===== config.mk =====
export PLATFORM = sky130hd
export DESIGN_NAME = codigo_2de5_scan_ctrl
export DESIGN_NICKNAME = d
export VERILOG_FILES = /design/src/rtl/codigo_2de5_pkg.sv /design/src/rtl/codigo_2de5_valid.sv /design/src/rtl/codigo_2de5_scan_ctrl.sv
export SDC_FILE = /design/constraint.sdc
export NUM_CORES = 1
export LEC_CHECK = 0
export CORE_MARGIN = 8
export CORE_UTILIZATION = 55
export DETAILED_ROUTE_END_ITERATION = 6
export HOLD_SLACK_MARGIN = 0.05
export MAX_ROUTING_LAYER = met4
export PLACE_DENSITY = 0.81
export SYNTH_ARGS = -nofsm -noshare
export SYNTH_HDL_FRONTEND = slang
export SYNTH_HIERARCHICAL = 1
export SYNTH_SLANG_ARGS = --single-unit

===== constraint.sdc =====
create_clock -name clk -period 2.4 [get_ports clk]
set_input_delay 0.36 -clock clk [delete_from_list [all_inputs] [get_ports clk]]
set_output_delay 0.36 -clock clk [all_outputs]
set_load 0.05 [all_outputs]

===== src/rtl/codigo_2de5_pkg.sv =====
// Shared definitions for the 2-of-5 coded 7-segment scan controller.
// Contents: scan state encoding, coded digit width, blank/dash segment patterns.
`timescale 1ns/1ps
package codigo_2de5_pkg;

  // Width of one 2-of-5 coded digit (E1..E5).
  localparam int unsigned CODE_W = 5;

  // Segment patterns, [6]=A ... [0]=G, active-high.
  localparam logic [6:0] SEG_DASH = 7'b0000001;
  localparam logic [6:0] SEG_OFF  = 7'b0000000;

  typedef enum logic [1:0] {
    StIdle,
    StBlank,
    StShow
  } scan_state_e;

endpackage


===== src/rtl/codigo_2de5_valid.sv =====
// Combinational 2-of-5 code check.
// Ports:
//   code  - 5-bit coded digit, [4]=E1 ... [0]=E5
//   valid - 1 when exactly two bits of code are set
`timescale 1ns/1ps
module codigo_2de5_valid
  import codigo_2de5_pkg::*;
(
  input  logic [CODE_W-1:0] code,
  output logic              valid
);

  logic [2:0] ones;

  always_comb begin
    ones = '0;
    for (int i = 0; i < int'(CODE_W); i++) begin
      ones = ones + {2'b00, code[i]};
    end
    valid = (ones == 3'd2);
  end

endmodule


===== src/rtl/codigo_2de5_scan_ctrl.sv =====
// Time-multiplexing controller for an N-digit 7-segment display fed by 2-of-5
// coded digits. One code at a time is sent to a shared external decoder; the
// decoded segments come back on seg_in and are driven out with a one-hot digit
// select, separated by dark blanking slots.
// Ports:
//   clk, rst_n - clock, asynchronous active-low reset
//   en         - scan enable (0 = dark)
//   load       - one-cycle strobe capturing code_in into the shadow register
//   code_in    - digit k at [5k+4:5k], bit 5k+4 = E1
//   dec_e      - code presented to the shared decoder
//   seg_in     - decoder result, [6]=A ... [0]=G
//   seg_out    - segments to display
//   dig_sel    - one-hot digit enable
//   err        - per-digit "stored code is not 2-of-5"
//   loaded     - at least one load since reset
`timescale 1ns/1ps
module codigo_2de5_scan_ctrl
  import codigo_2de5_pkg::*;
#(
  parameter int unsigned N_DIGITS     = 4,
  parameter int unsigned SCAN_DIV     = 50000,
  parameter int unsigned BLANK_CYCLES = 2,
  parameter int unsigned CNT_W        = 16
) (
  input  logic                         clk,
  input  logic                         rst_n,
  input  logic                         en,
  input  logic                         load,
  input  logic [CODE_W*N_DIGITS-1:0]   code_in,
  output logic [CODE_W-1:0]            dec_e,
  input  logic [6:0]                   seg_in,
  output logic [6:0]                   seg_out,
  output logic [N_DIGITS-1:0]          dig_sel,
  output logic [N_DIGITS-1:0]          err,
  output logic                         loaded
);

  localparam int unsigned IDX_W = $clog2(N_DIGITS);

  scan_state_e                 state_q, state_d;
  logic [IDX_W-1:0]            idx_q, idx_d;
  logic [CNT_W-1:0]            cnt_q, cnt_d;
  logic [CODE_W*N_DIGITS-1:0]  shadow_q, shadow_d;
  logic [N_DIGITS-1:0]         err_q, err_d;
  logic                        loaded_q, loaded_d;
  logic [CODE_W-1:0]           dec_e_q, dec_e_d;
  logic                        slot_ok_q, slot_ok_d;
  logic [6:0]                  seg_out_q, seg_out_d;
  logic [N_DIGITS-1:0]         dig_sel_q, dig_sel_d;
  logic                        enter_blank;
  logic                        lit;

  logic [CODE_W-1:0]           digit_code [N_DIGITS];
  logic [N_DIGITS-1:0]         in_valid;

  for (genvar k = 0; k < int'(N_DIGITS); k++) begin : g_digit
    assign digit_code[k] = shadow_q[CODE_W*k +: CODE_W];

    codigo_2de5_valid u_valid (
      .code  (code_in[CODE_W*k +: CODE_W]),
      .valid (in_valid[k])
    );
  end

  // Scan sequencing: dwell counter counts cycles spent in the current state.
  always_comb begin
    state_d     = state_q;
    idx_d       = idx_q;
    cnt_d       = cnt_q;
    enter_blank = 1'b0;
    if (!en) begin
      state_d = StIdle;
      idx_d   = '0;
      cnt_d   = '0;
    end else begin
      unique case (state_q)
        StIdle: begin
          state_d     = StBlank;
          idx_d       = '0;
          cnt_d       = '0;
          enter_blank = 1'b1;
        end
        StBlank: begin
          if (cnt_q == CNT_W'(BLANK_CYCLES - 1)) begin
            state_d = StShow;
            cnt_d   = '0;
          end else begin
            cnt_d = cnt_q + CNT_W'(1);
          end
        end
        StShow: begin
          if (cnt_q == CNT_W'(SCAN_DIV - 1)) begin
            state_d     = StBlank;
            cnt_d       = '0;
            idx_d       = (idx_q == IDX_W'(N_DIGITS - 1)) ? '0 : idx_q + IDX_W'(1);
            enter_blank = 1'b1;
          end else begin
            cnt_d = cnt_q + CNT_W'(1);
          end
        end
        default: state_d = StIdle;
      endcase
    end
  end

  // Registered outputs, one cycle behind the state. Gated by en so the display
  // goes dark on the edge that sees en low.
  always_comb begin
    lit       = en && loaded_q && (state_q == StShow);
    dig_sel_d = '0;
    seg_out_d = SEG_OFF;
    if (lit) begin
      dig_sel_d[idx_q] = 1'b1;
      seg_out_d        = slot_ok_q ? seg_in : SEG_DASH;
    end

    // The slot's code and status are frozen at blank entry so a load mid-slot
    // cannot change the digit being shown.
    dec_e_d   = dec_e_q;
    slot_ok_d = slot_ok_q;
    if (enter_blank) begin
      dec_e_d   = digit_code[idx_d];
      slot_ok_d = loaded_q & ~err_q[idx_d];
    end

    shadow_d = shadow_q;
    err_d    = err_q;
    loaded_d = loaded_q;
    if (load) begin
      shadow_d = code_in;
      err_d    = ~in_valid;
      loaded_d = 1'b1;
    end
  end

  always_ff @(posedge clk or negedge rst_n) begin
    if (!rst_n) begin
      state_q   <= StIdle;
      idx_q     <= '0;
      cnt_q     <= '0;
      shadow_q  <= '0;
      err_q     <= '0;
      loaded_q  <= 1'b0;
      dec_e_q   <= '0;
      slot_ok_q <= 1'b0;
      seg_out_q <= SEG_OFF;
      dig_sel_q <= '0;
    end else begin
      state_q   <= state_d;
      idx_q     <= idx_d;
      cnt_q     <= cnt_d;
      shadow_q  <= shadow_d;
      err_q     <= err_d;
      loaded_q  <= loaded_d;
      dec_e_q   <= dec_e_d;
      slot_ok_q <= slot_ok_d;
      seg_out_q <= seg_out_d;
      dig_sel_q <= dig_sel_d;
    end
  end

  assign dec_e   = dec_e_q;
  assign seg_out = seg_out_q;
  assign dig_sel = dig_sel_q;
  assign err     = err_q;
  assign loaded  = loaded_q;

endmodule

== Yosys cells after proc, flatten, opt, wreduce, memory -nomap -nowiden ==
Cells that the tools add are included.

* Add/sub/neg operators: 18
* $lt $le $gt $ge: 4
* Equal/unequal tests: 12
* Mux-type cells: 25
* Bitwise gates (word level): 4
* Reductions and logical operators: 5

{| class="wikitable"
|+ Operators with widths
! operator !! count
|-
| $mux W16 || 3
|-
| $pmux W16 S3 || 1
|-
| $add A3 B1 Y3 || 12
|-
| $add A16 B1 Y16 const B || 1
|-
| $eq A16 B1 Y1 const B || 1
|-
| $eq A16 B16 Y1 const B || 1
|-
| $mux W7 || 2
|-
| $eq A3 B2 Y1 const B || 4
|-
| $mux W2 || 6
|-
| $bmux W5 S2 || 1
|-
| $mux W5 || 2
|-
| $add A1 B1 Y2 || 4
|-
| $lt A2 B3 Y1 const B || 2
|-
| $ne A3 B3 Y1 const B || 2
|-
| $pmux W2 S3 || 1
|-
| $eq A2 B2 Y1 const B || 2
|-
| $mux W1 || 4
|-
| $mux W4 || 1
|-
| $ne A4 B1 Y1 const B || 1
|-
| $not A4 Y4 || 1
|-
| $pmux W2 S2 || 1
|-
| $ge A3 B3 Y1 const B || 1
|-
| $logic_and A1 B1 Y1 || 3
|-
| $not A2 Y3 || 1
|-
| 10 further kinds || 10
|}

* Flip-flop bits (word level): 62
* Bits of input ports: 31
* Output and inout bits: 21
* Word-level logic and storage cells: 78

== Depth between registers and ports, before layout ==
Gate-level depths: netlist of run 1.

* Word-level depth: 9
* Mapped depth: 10
* Mapped depth without buffers: 8

== Hierarchy ==
The synthesis of run 1 kept the hierarchy.

{| class="wikitable"
|+ Modules (own cells, without submodules)
! module !! instances !! cells each !! area each (um^2) !! sequential area each (um^2)
|-
| codigo_2de5_scan_ctrl || 1 || 326 || 3,260.6 || 1,551.5
|-
| codigo_2de5_valid || 4 || 11 || 87.6 || 0.0
|}

== Least setup slack after synthesis of run 1 ==
No wires, ideal clock.

* Path type: register -> register
* Start: register state_q[0]
* End: register slot_ok_q
* Setup time: 0.096 ns
* Arrival: 1.973 ns
* Data required time: 2.304 ns
* Slack: 0.331 ns
* Stages on the path, launching flop included: 11
* Buffers on the path: 2
* Clock period less this slack: 2.069 ns
* Cell sequence: dfrtp_1 -> inv_1 -> ha_1 -> buf_2 -> and4bb_2 -> or2_2 -> buf_2 -> nand2_1 -> a21o_1 -> a31oi_1 -> o32ai_2

* Longest elaborated chain between the ends: 7
* Elaborated cells on any way between the ends: 10
* Those cells by class: eq/ne: 1; mux: 6; bitwise: 2; reduce/logical: 1

{| class="wikitable"
|+ RTL lines
! element !! RTL line !! source
|-
| start, declared || codigo_2de5_scan_ctrl.sv:40 || <nowiki>scan_state_e state_q, state_d;</nowiki>
|-
| start signal, assigned || codigo_2de5_scan_ctrl.sv:138 || <nowiki>state_q <= StIdle;</nowiki>
|-
| start signal, assigned || codigo_2de5_scan_ctrl.sv:149 || <nowiki>state_q <= state_d;</nowiki>
|-
| $eq A2 B2 Y1 / $logic_not A2 Y1 (equally long branches) || codigo_2de5_scan_ctrl.sv:76 || <nowiki>unique case (state_q)</nowiki>
|-
| $pmux W2 S2 || codigo_2de5_scan_ctrl.sv:76 ||
|-
| $mux W2 || codigo_2de5_scan_ctrl.sv:71 || <nowiki>if (!en) begin</nowiki>
|-
| $bmux W1 S2 || codigo_2de5_scan_ctrl.sv:123 || <nowiki>slot_ok_d = loaded_q & ~err_q[idx_d];</nowiki>
|-
| $mux W1 (implied by the code) || codigo_2de5_scan_ctrl.sv:123 ||
|-
| $not A1 Y1 || codigo_2de5_scan_ctrl.sv:123 ||
|-
| $and A1 B1 Y1 || codigo_2de5_scan_ctrl.sv:123 ||
|-
| end signal, assigned || codigo_2de5_scan_ctrl.sv:156 || <nowiki>slot_ok_q <= slot_ok_d;</nowiki>
|-
| end, declared || codigo_2de5_scan_ctrl.sv:47 || <nowiki>logic slot_ok_q, slot_ok_d;</nowiki>
|}

Several ways; a longest one is shown, not always the timed one. The select of a mux whose other input is x is not followed.
A chain may end at the register's enable or synchronous reset.

== Worst setup path after layout of run 1 ==
* Start: register state_q[0]
* End: register cnt_q[14]

* Longest elaborated chain between the ends: 3
* Elaborated cells on any way between the ends: 6
* Those cells by class: eq/ne: 3; mux: 2; reduce/logical: 1

{| class="wikitable"
|+ RTL lines
! element !! RTL line !! source
|-
| $eq A2 B2 Y1, or another cell as far along || codigo_2de5_scan_ctrl.sv:76 ||
|-
| $pmux W16 S3 || codigo_2de5_scan_ctrl.sv:76 ||
|-
| $mux W16 || codigo_2de5_scan_ctrl.sv:71 ||
|-
| end signal, assigned || codigo_2de5_scan_ctrl.sv:151 || <nowiki>cnt_q <= cnt_d;</nowiki>
|-
| end, declared || codigo_2de5_scan_ctrl.sv:42 || <nowiki>logic [CNT_W-1:0] cnt_q, cnt_d;</nowiki>
|}

Several ways; a longest one is shown, not always the timed one.

==> impl_metrics.env, run 1 <==
export IMPL_cp_slowest_stage_delay_ps=550
export IMPL_drt_vias_per_instance=5.53
export IMPL_drive_above_1_share=0.161
export IMPL_setup_violations=0
export IMPL_syn2layout_area_growth_pct=23.3
export IMPL_worstPathCellList="inv_1 > ha_1 > buf_4 > nor4b_4 > or4_1 > nor2_1 > nand4_1 > xor2_1 > nor2_1"
export IMPL_synth_area_leaders="dfrtp_1 (43%), mux2_2 (6.2%), nand2_1 (5.6%), ha_1 (4.9%), fa_1 (4.4%)"
export IMPL_peakVddDrop_uv=473
export IMPL_finalSetupTns_ps=0
export IMPL_power_switching_mw=1.17
export IMPL_p_int_mw=1.97
export IMPL_slew_viol_final=0
export IMPL_netlist_top_cells_count="dfrtp_1 (62), nand2_1 (54), inv_1 (40)"
export IMPL_hold_viol_final=0
export IMPL_crit_path_frequent_cell="nor2_1"
export IMPL_syn_avg_cell_area_um2=9.76
export IMPL_die_area_um2=9410
export IMPL_gp_congestion=0.855
export IMPL_multiInputGateArea_um2=1870
export IMPL_synth_top_cell_by_area="dfrtp_1"
export IMPL_clk_pin_slew_ps=70
export IMPL_hold_class="flop to flop"
export IMPL_power_leakage_nw=2.04
export IMPL_grt_first_pass_wirelength_mm=13.8
export IMPL_hold_ws_ps=499
export IMPL_slew_headroom=0.497
export IMPL_worstHoldStart="dec_e[3]"
export IMPL_pwr_share_clk=0.235
export IMPL_synth_warning_count=6
export IMPL_cts_sinks=62
export IMPL_path_delay_family="simple AND/OR/NAND/NOR gates"
export IMPL_end_kind="flop"
export IMPL_cts_buffers=9
export IMPL_rr_startpoint="state_q[0]"
export IMPL_clock_latency_ps=330
export IMPL_critPathLaunch="state_q[0]"
export IMPL_wl_mm=7.95
export IMPL_ff2ff_path_depth=9
export IMPL_synth_yosys_seq_area_share=0.430
export IMPL_p_seq_frac=0.408
export IMPL_synth_top_area_frac=0.430
export IMPL_nets=485
export IMPL_powerDensity_nw_per_um2=704
export IMPL_die_y_um=97.0
export IMPL_post_cts_setup_buffer_count=0
export IMPL_cp_start_kind="flop"
export IMPL_grt_antenna_before_repair=0
export IMPL_wl_per_cell_um=15.5
export IMPL_fin_ws_ps=163
export IMPL_max_freq_ghz=0.447
export IMPL_syn_area_um2=3610
export IMPL_slowest_stage="or4_1"
export IMPL_pwr_share_comb=0.357
export IMPL_maxCapViolations=0
export IMPL_r2r_end="cnt_q[14]"
export IMPL_io_pins=52
export IMPL_grt_max_degree=39
export IMPL_synthCells=370
export IMPL_coreArea_um2=6350
export IMPL_cts_htree_levels=3
export IMPL_antenna_cells=0
export IMPL_first_pass_iters=4
export IMPL_cts_tree="done"
export IMPL_outcome="finished, final reports clean"
export IMPL_period_minus_slack_ps=2240
export IMPL_grt_ovfl_total=0
export IMPL_ys_ff_latch=62
export IMPL_initial_utilization=0.569
export IMPL_rsz0062_at_grt="true"
export IMPL_crit_type="flop to flop"
export IMPL_fp_row_count=29
export IMPL_clock_path_buffers=2
export IMPL_holdPathStages=2
export IMPL_syn_num_nets=423
export IMPL_grt_pass1_vias=2919
export IMPL_io_buffers=51
export IMPL_yosysMostFrequentCell="dfrtp_1"
export IMPL_fill_cells=465
export IMPL_crit_fanout=8
export IMPL_async_reset_ff_frac=1.00
export IMPL_cp_arrival_ps=2450
export IMPL_synthDistinctLibCells=53
export IMPL_place_ws_ps=-174
export IMPL_postRouteAntennaNets=0
export IMPL_track_usage=0.181
export IMPL_drc_errors=0
export IMPL_worstPathRequired_ps=2610
export IMPL_yosys_most_used_dff="dfrtp_1"
export IMPL_cp_buffers_inverters=2
export IMPL_power_share_switching=0.373
export IMPL_fin_crit_sh=0.932
export IMPL_tightest_slew_ps=754
export IMPL_regArea_um2=1550
export IMPL_synth_edf_count=0
export IMPL_dp_hpwl_mm=5.89
export IMPL_vias=2839
export IMPL_r2r_slack_ps=160
export IMPL_holdPathEnd="dec_e[3]"
export IMPL_skew_ps=4.67
export IMPL_die_x_um=97.0
export IMPL_cts_root_buf="clkbuf_8"
export IMPL_drt_iter0_markers=146
==> kinds of logic after synthesis <==
logic type               count (synthesis)  synth area share
buffers and inverters                   55            0.0610
AO/OA/AOI/OAI                           51            0.0960
adder cells (fa/ha/maj)                 22            0.0929
AND/OR/NAND/NOR                        144             0.217
multiplexers                            26            0.0790
flip-flops                              62             0.430
XOR/XNOR                                10            0.0243
==> state kept, by name, summed over array words and instances, names as in the netlist <==
name       count
dec_e          5
state_q        2
dig_sel        4
seg_out        7
idx_q          2
shadow_q      20
slot_ok_q      1
cnt_q         16
err            4
loaded         1
==> routing by layer <==
layer | track usage | share of wire
met1 | 0.220 | 0.46
met2 | 0.283 | 0.48
met3 | 0.0441 | 0.055
met4 | 0.0698 | 0.0093
met5 | - | 0
==> cells in the final DEF (no fill, tap or decap), drive strengths merged, types with 3 or more instances in the layout <==
master,synthesis,routed
nor2b,3,3
clkinv,0,6
mux2,20,20
nand3b,6,6
nand3,13,13
fa,8,8
o31ai,6,6
nand2,54,54
and3b,4,4
clkbuf,7,9
a21o,3,3
nor3,9,9
mux2i,6,6
xor2,6,6
nor4,3,3
inv,40,40
a21boi,6,6
and3,8,8
a31oi,3,3
and2,5,5
dfrtp,62,62
buf,8,15
a21oi,14,14
nor2,20,20
o21ai,12,12
clkdlybuf4s50,0,50
and4b,5,5
ha,14,14
nand4,3,3
xnor2,4,4
==> power by group through the flow <==
stage	clock (mW)	sequential, mW	combinational (mW)
2_1_floorplan	0	1.48	0.516
3_3_place_gp	0	1.29	1.07
3_5_place_dp	0	1.29	1.10
4_1_cts	0.762	1.28	1.11
5_1_grt	0.800	1.30	1.22
6_report	0.738	1.28	1.12
==> stage by stage <==
| stage | instance area, µm² | utilization | cells | power, mW |
|---|---|---|---|---|
| after floorplan | 3610 | - | 370 | 2.00 |
| after global placement | 4260 | 0.671 | 497 | 2.36 |
| after detailed placement | 4260 | 0.671 | 497 | 2.40 |
| after CTS | 4430 | 0.697 | 513 | 3.15 |
| after global routing | 4450 | 0.701 | 513 | 3.32 |
| final | 4450 | 0.701 | 513 | 3.14 |
==> timing repair <==
action | in CTS | in global routing
setup endpoints to repair | 1 | 14
hold buffers | 1 | 0
hold endpoints to repair | 24 | 0
gates resized for setup | 1 | 5
==> cell type report <==
type	count	area share
multi-input cells	253	0.419
flip-flops and latches	62	0.349
repair buffers	66	0.142
inverters	40	0.0337
clock buffers	9	0.0278
well taps	77	0.0216
clock inverters	6	0.00675
==> how the worst max path moves through the flow <==
stage                      endpoint  slack [ps]  depth (start not counted)
after detailed placement   dec_e[1]        -170                          7
after floorplan           slot_ok_q         330                         10
after CTS                 cnt_q[15]         110                          7
final                     cnt_q[14]         160                          9
after global placement     dec_e[4]         -70                          7
after global routing       dec_e[4]         -20                          8
==> worst register-to-register path, stage by stage (launching register included) <==
cell,delay (ps)
dfrtp_1,400
inv_1,100
ha_1,250
buf_4,200
nor4b_4,70
or4_1,550
nor2_1,180
nand4_1,140
xor2_1,170
nor2_1,60
(Power assumes the default switching activity.)
==> inputs of run 2 (changes only) <==
--- a/config.mk
+++ b/config.mk
@@ -10,7 +10,7 @@
 export DETAILED_ROUTE_END_ITERATION = 6
 export HOLD_SLACK_MARGIN = 0.05
 export MAX_ROUTING_LAYER = met4
-export PLACE_DENSITY = 0.81
+export PLACE_DENSITY = 0.92
 export SYNTH_ARGS = -nofsm -noshare
 export SYNTH_HDL_FRONTEND = slang
 export SYNTH_HIERARCHICAL = 1
==> run 2 against run 1 <==
  * Final area grew 0.62%
  * Non-clock buffer count shrank 3
  * Combinational power is essentially flat
  * Via count grew 2.4%
  * Critical path depth shrank 1
  * Count of clock-buffer cells in the layout grew 3
  * Sequential power is essentially flat
  * Register-to-register slack lost 20 ps
  * Die area is the same
  * Power grew 7.9%
  * Maximum frequency shrank 0.77%
  * Sequential share of layout area shrank 0.21 points
==> impl_metrics.env, run 2 (synthesis gave the netlist of run 1 again) <==
export IMPL_pwr_share_comb=0.325
export IMPL_largest_reg_flops=20
export IMPL_clk_pin_slew_ps=70
export IMPL_place_ws_ps=-208
export IMPL_drive_above_1_share=0.147
export IMPL_outcome="finished, final reports clean"
export IMPL_cp_start_kind="flop"
export IMPL_clock_path_buffers=2
export IMPL_setup_violations=0
export IMPL_hold_class="flop to flop"
export IMPL_regArea_um2=1550
export IMPL_fp_row_count=29
export IMPL_drt_iter0_markers=140
export IMPL_largest_register="shadow_q"
export IMPL_pwr_share_clk=0.297
export IMPL_dp_hpwl_mm=5.79
export IMPL_power_share_switching=0.349
export IMPL_cts_root_buf="clkbuf_8"
export IMPL_grt_ovfl_total=0
export IMPL_cts_buffers=9
export IMPL_mostFrequentLayoutCell="dfrtp_1"
export IMPL_fin_ws_ps=146
export IMPL_cp_arrival_ps=2500
export IMPL_cts_htree_levels=3
export IMPL_gp_congestion=0.896
export IMPL_grt_pass1_vias=3000
export IMPL_power_switching_mw=1.18
export IMPL_initial_utilization=0.569
export IMPL_first_pass_iters=5
export IMPL_die_area_um2=9410
export IMPL_end_kind="flop"
export IMPL_peakVddDrop_uv=665
export IMPL_postRouteAntennaNets=0
export IMPL_drc_errors=0
export IMPL_coreArea_um2=6350
export IMPL_post_route_util=0.705
export IMPL_post_cts_setup_buffer_count=0
export IMPL_fill_cells=434
export IMPL_wl_per_cell_um=16.1
export IMPL_p_int_mw=2.20
export IMPL_multiInputGateArea_um2=1860
export IMPL_die_y_um=97.0
export IMPL_skew_ps=7.22
export IMPL_grt_antenna_before_repair=0
export IMPL_cts_tree="done"
export IMPL_finalSetupTns_ps=0
export IMPL_final_cell_mix="dfrtp_1 (62), nand2_1 (54), clkdlybuf4s50_1 (50)"
export IMPL_max_freq_ghz=0.444
export IMPL_period_minus_slack_ps=2250
export IMPL_p_seq_frac=0.378
export IMPL_vias=2906
export IMPL_tightest_slew_ps=739
export IMPL_crit_type="flop to flop"
export IMPL_slew_headroom=0.507
export IMPL_slew_viol_final=0
export IMPL_nets=482
export IMPL_die_x_um=97.0
export IMPL_crit_fanout=12
export IMPL_antenna_cells=0
export IMPL_syn2layout_area_growth_pct=24.0
export IMPL_hold_viol_final=0
export IMPL_drt_vias_per_instance=5.69
export IMPL_cts_sinks=62
export IMPL_fin_total_pwr_mw=3.38
export IMPL_grt_first_pass_wirelength_mm=13.9
export IMPL_maxCapViolations=0
export IMPL_power_leakage_nw=2.06
export IMPL_io_pins=52
export IMPL_powerDensity_nw_per_um2=755
export IMPL_track_usage=0.182
export IMPL_clock_latency_ps=340
export IMPL_worstPathRequired_ps=2640
export IMPL_grt_max_degree=39
export IMPL_io_buffers=51
export IMPL_fin_crit_sh=0.939
export IMPL_wl_mm=8.25
## run 2: worst paths after layout
check                      depth (start not counted)       end       start  slack (ps)
max                                                8  dec_e[1]  state_q[0]         150
min                                                2  dec_e[0]    dec_e[0]         500
max reg2reg                                        8  dec_e[1]  state_q[0]         150
min reg2reg                                        2  dec_e[0]    dec_e[0]         500
max in group asynchronous                          3  dec_e[1]       rst_n        1260
min in group asynchronous                          2  cnt_q[5]       rst_n         550
## run 2: what timing repair did
item / CTS / global route
setup endpoints to repair: 3 / 16
resized for setup: 1 / 3
hold endpoints to repair: 24 / 0
hold buffers: 1 / 0
gates cloned: 0 / 0
## run 2: area by class of cell
cell class                 instances  share of cell area
clock inverter                     4              0.0156
sequential                        62               0.346
timing repair buffer              63               0.136
tap                               77              0.0215
clock buffer                      12              0.0324
inverter                          40              0.0335
multi-input combinational        253               0.414
## run 2: metrics by stage
step	hold WS (ps)	cell area (µm²)	std cells
final	496	4480	511
after global routing	529	4480	511
after CTS	499	4470	511
after detailed placement	383	4240	494
after global placement	379	4240	494
after floorplan	64.4	3610	370
## run 2: power by group through the flow
stage                     logic [mW]  clock network [mW]  registers, mW
after floorplan                0.516                   0           1.48
after global placement          1.04                   0           1.29
after detailed placement        1.08                   0           1.29
after CTS                       1.09                1.02           1.28
after global routing            1.20                1.06           1.30
final                           1.10                1.01           1.28
## run 2: layer usage
layer	vias to the layer above	routed length [µm]	global-route usage
li1	1370	-	-
met1	1400	3570	0.212
met2	112	3950	0.288
met3	24	493	0.0405
met4	0	231	0.0970
met5	-	0	-
## run 2: worst max-delay path: stages (launching register included)
cell and delay [ps]:
dfrtp_1 370, inv_1 80, ha_1 300, nor4bb_2 400, or2_2 340, nand2_1 90
a21oi_1 140, and4b_1 200, o31ai_1 230
==> inputs of run 3 (changes only) <==
--- a/config.mk
+++ b/config.mk
@@ -11,6 +11,7 @@
 export HOLD_SLACK_MARGIN = 0.05
 export MAX_ROUTING_LAYER = met4
 export PLACE_DENSITY = 0.92
+export SKIP_CTS_REPAIR_TIMING = 1
 export SYNTH_ARGS = -nofsm -noshare
 export SYNTH_HDL_FRONTEND = slang
 export SYNTH_HIERARCHICAL = 1
==> run 3 against run 2 <==
  * Register-to-register slack is essentially flat
  * Power about the same
  * Sequential power hardly changed
  * Die area unchanged
  * Non-clock buffer count stayed put
  * Wire length decreased by 0.18%
  * Worst hold slack got worse by 0.56 ps
  * Clock skew about the same
  * Final area unchanged
  * Flip-flop and latch count unchanged
  * Critical path type unchanged
==> impl_metrics.env, run 3 (synthesis gave the netlist of run 1 again) <==
export IMPL_outcome="finished, final reports clean"
export IMPL_first_pass_iters=4
export IMPL_slew_headroom=0.508
export IMPL_track_usage=0.182
export IMPL_tightest_slew_ps=738
export IMPL_place_ws_ps=-208
export IMPL_gp_congestion=0.896
export IMPL_fp_row_count=29
export IMPL_skew_ps=7.56
export IMPL_io_pins=52
export IMPL_grt_ovfl_total=0
export IMPL_powerDensity_nw_per_um2=755
export IMPL_syn2layout_area_growth_pct=24.0
export IMPL_largest_reg_flops=20
export IMPL_die_area_um2=9410
export IMPL_regArea_um2=1550
export IMPL_grt_first_pass_wirelength_mm=13.8
export IMPL_fill_cells=437
export IMPL_slew_viol_final=0
export IMPL_grt_pass1_vias=2994
export IMPL_stdcell_count=511
export IMPL_hold_viol_final=0
export IMPL_setup_violations=0
export IMPL_initial_utilization=0.569
export IMPL_cts_tree="done"
export IMPL_drive_above_1_share=0.147
export IMPL_io_buffers=51
export IMPL_p_int_mw=2.20
export IMPL_drc_errors=0
export IMPL_cts_htree_levels=3
export IMPL_fin_ws_ps=144
export IMPL_crit_fanout=12
export IMPL_mostFrequentLayoutCell="dfrtp_1"
export IMPL_fin_total_pwr_mw=3.38
export IMPL_die_y_um=97.0
export IMPL_die_x_um=97.0
export IMPL_cp_start_kind="flop"
export IMPL_wl_met1_mm=3.61
export IMPL_clock_latency_ps=340
export IMPL_routed_wl_met3_um=434
export IMPL_dp_hpwl_mm=5.79
export IMPL_pwr_share_comb=0.324
export IMPL_met2_length_mm=3.97
export IMPL_wl_per_cell_um=16.1
export IMPL_wl_mm=8.23
export IMPL_fin_crit_sh=0.940
export IMPL_max_freq_ghz=0.443
export IMPL_cts_sinks=62
export IMPL_finalSetupTns_ps=0
export IMPL_p_seq_frac=0.378
export IMPL_cp_arrival_ps=2500
export IMPL_pwr_share_clk=0.297
export IMPL_power_share_switching=0.349
export IMPL_nets=482
export IMPL_power_leakage_nw=2.06
export IMPL_post_route_util=0.705
export IMPL_drt_iter0_markers=139
export IMPL_cts_buffers=9
export IMPL_multiInputGateArea_um2=1860
export IMPL_hold_class="flop to flop"
export IMPL_worstPathRequired_ps=2640
export IMPL_final_cell_mix="dfrtp_1 (62), nand2_1 (54), clkdlybuf4s50_1 (50)"
export IMPL_drt_vias_per_instance=5.68
export IMPL_crit_type="flop to flop"
export IMPL_cts_root_buf="clkbuf_8"
export IMPL_end_kind="flop"
export IMPL_maxCapViolations=0
export IMPL_vias=2903
export IMPL_clock_path_buffers=2
export IMPL_highest_layer="met4"
export IMPL_power_switching_mw=1.18
export IMPL_grt_max_degree=39
export IMPL_peakVddDrop_uv=666
export IMPL_antenna_cells=0
export IMPL_numPlacedInstances=494
export IMPL_grt_antenna_before_repair=0
export IMPL_largest_register="shadow_q"
export IMPL_postRouteAntennaNets=0
export IMPL_clk_pin_slew_ps=70
export IMPL_period_minus_slack_ps=2260
export IMPL_coreArea_um2=6350
==> run 3: cell counts in the layout (fill, tap and decap cells not counted) <==
Identical to the previous run, type by type.
==> run 3: path summary, 6_finish.rpt <==
kind | startpoint | to | slack (ps) | cells past startpoint
setup / recovery | state_q[0] | dec_e[1] | 140 | 8
hold / removal | dec_e[0] | dec_e[0] | 500 | 2
setup reg to reg | state_q[0] | dec_e[1] | 140 | 8
hold reg to reg | dec_e[0] | dec_e[0] | 500 | 2
max in group asynchronous | rst_n | dec_e[0] | 1270 | 3
min in group asynchronous | rst_n | cnt_q[4] | 550 | 2
==> run 3: metal layers <==
layer | GRT usage | up-vias
met5 | - | -
met4 | 0.0970 | 0
met3 | 0.0405 | 22
met2 | 0.287 | 105
met1 | 0.212 | 1407
li1 | - | 1369
==> run 3: power by group through the flow <==
stage	sequential, mW	clock (mW)	combinational [mW]
after CTS	1.28	1.02	1.09
after detailed placement	1.29	0	1.08
after global placement	1.29	0	1.04
after global routing	1.30	1.06	1.20
after floorplan	1.48	0	0.516
final	1.28	1.00	1.10
==> run 3: critical path, stage by stage (launching register included) <==
cell      delay (ps)
dfrtp_1          370
inv_1             80
ha_1             300
nor4bb_2         390
or2_2            350
nand2_1           90
a21oi_1          140
and4b_1          200
o31ai_1          230
==> run 3: final cells by class <==
cell class | instances | area share
multi-input cells | 253 | 0.414
flip-flops and latches | 62 | 0.346
repair buffers | 63 | 0.136
inverters | 40 | 0.0335
clock buffers | 12 | 0.0324
well taps | 77 | 0.0215
clock inverters | 4 | 0.0156
==> run 3: metrics by stage <==
step | cell area (µm²) | hold WS, ps
2_1_floorplan | 3610 | 64.4
3_3_place_gp | 4240 | 379
3_5_place_dp | 4240 | 383
4_1_cts | 4450 | 16.5
5_1_grt | 4480 | 529
6_report | 4480 | 496
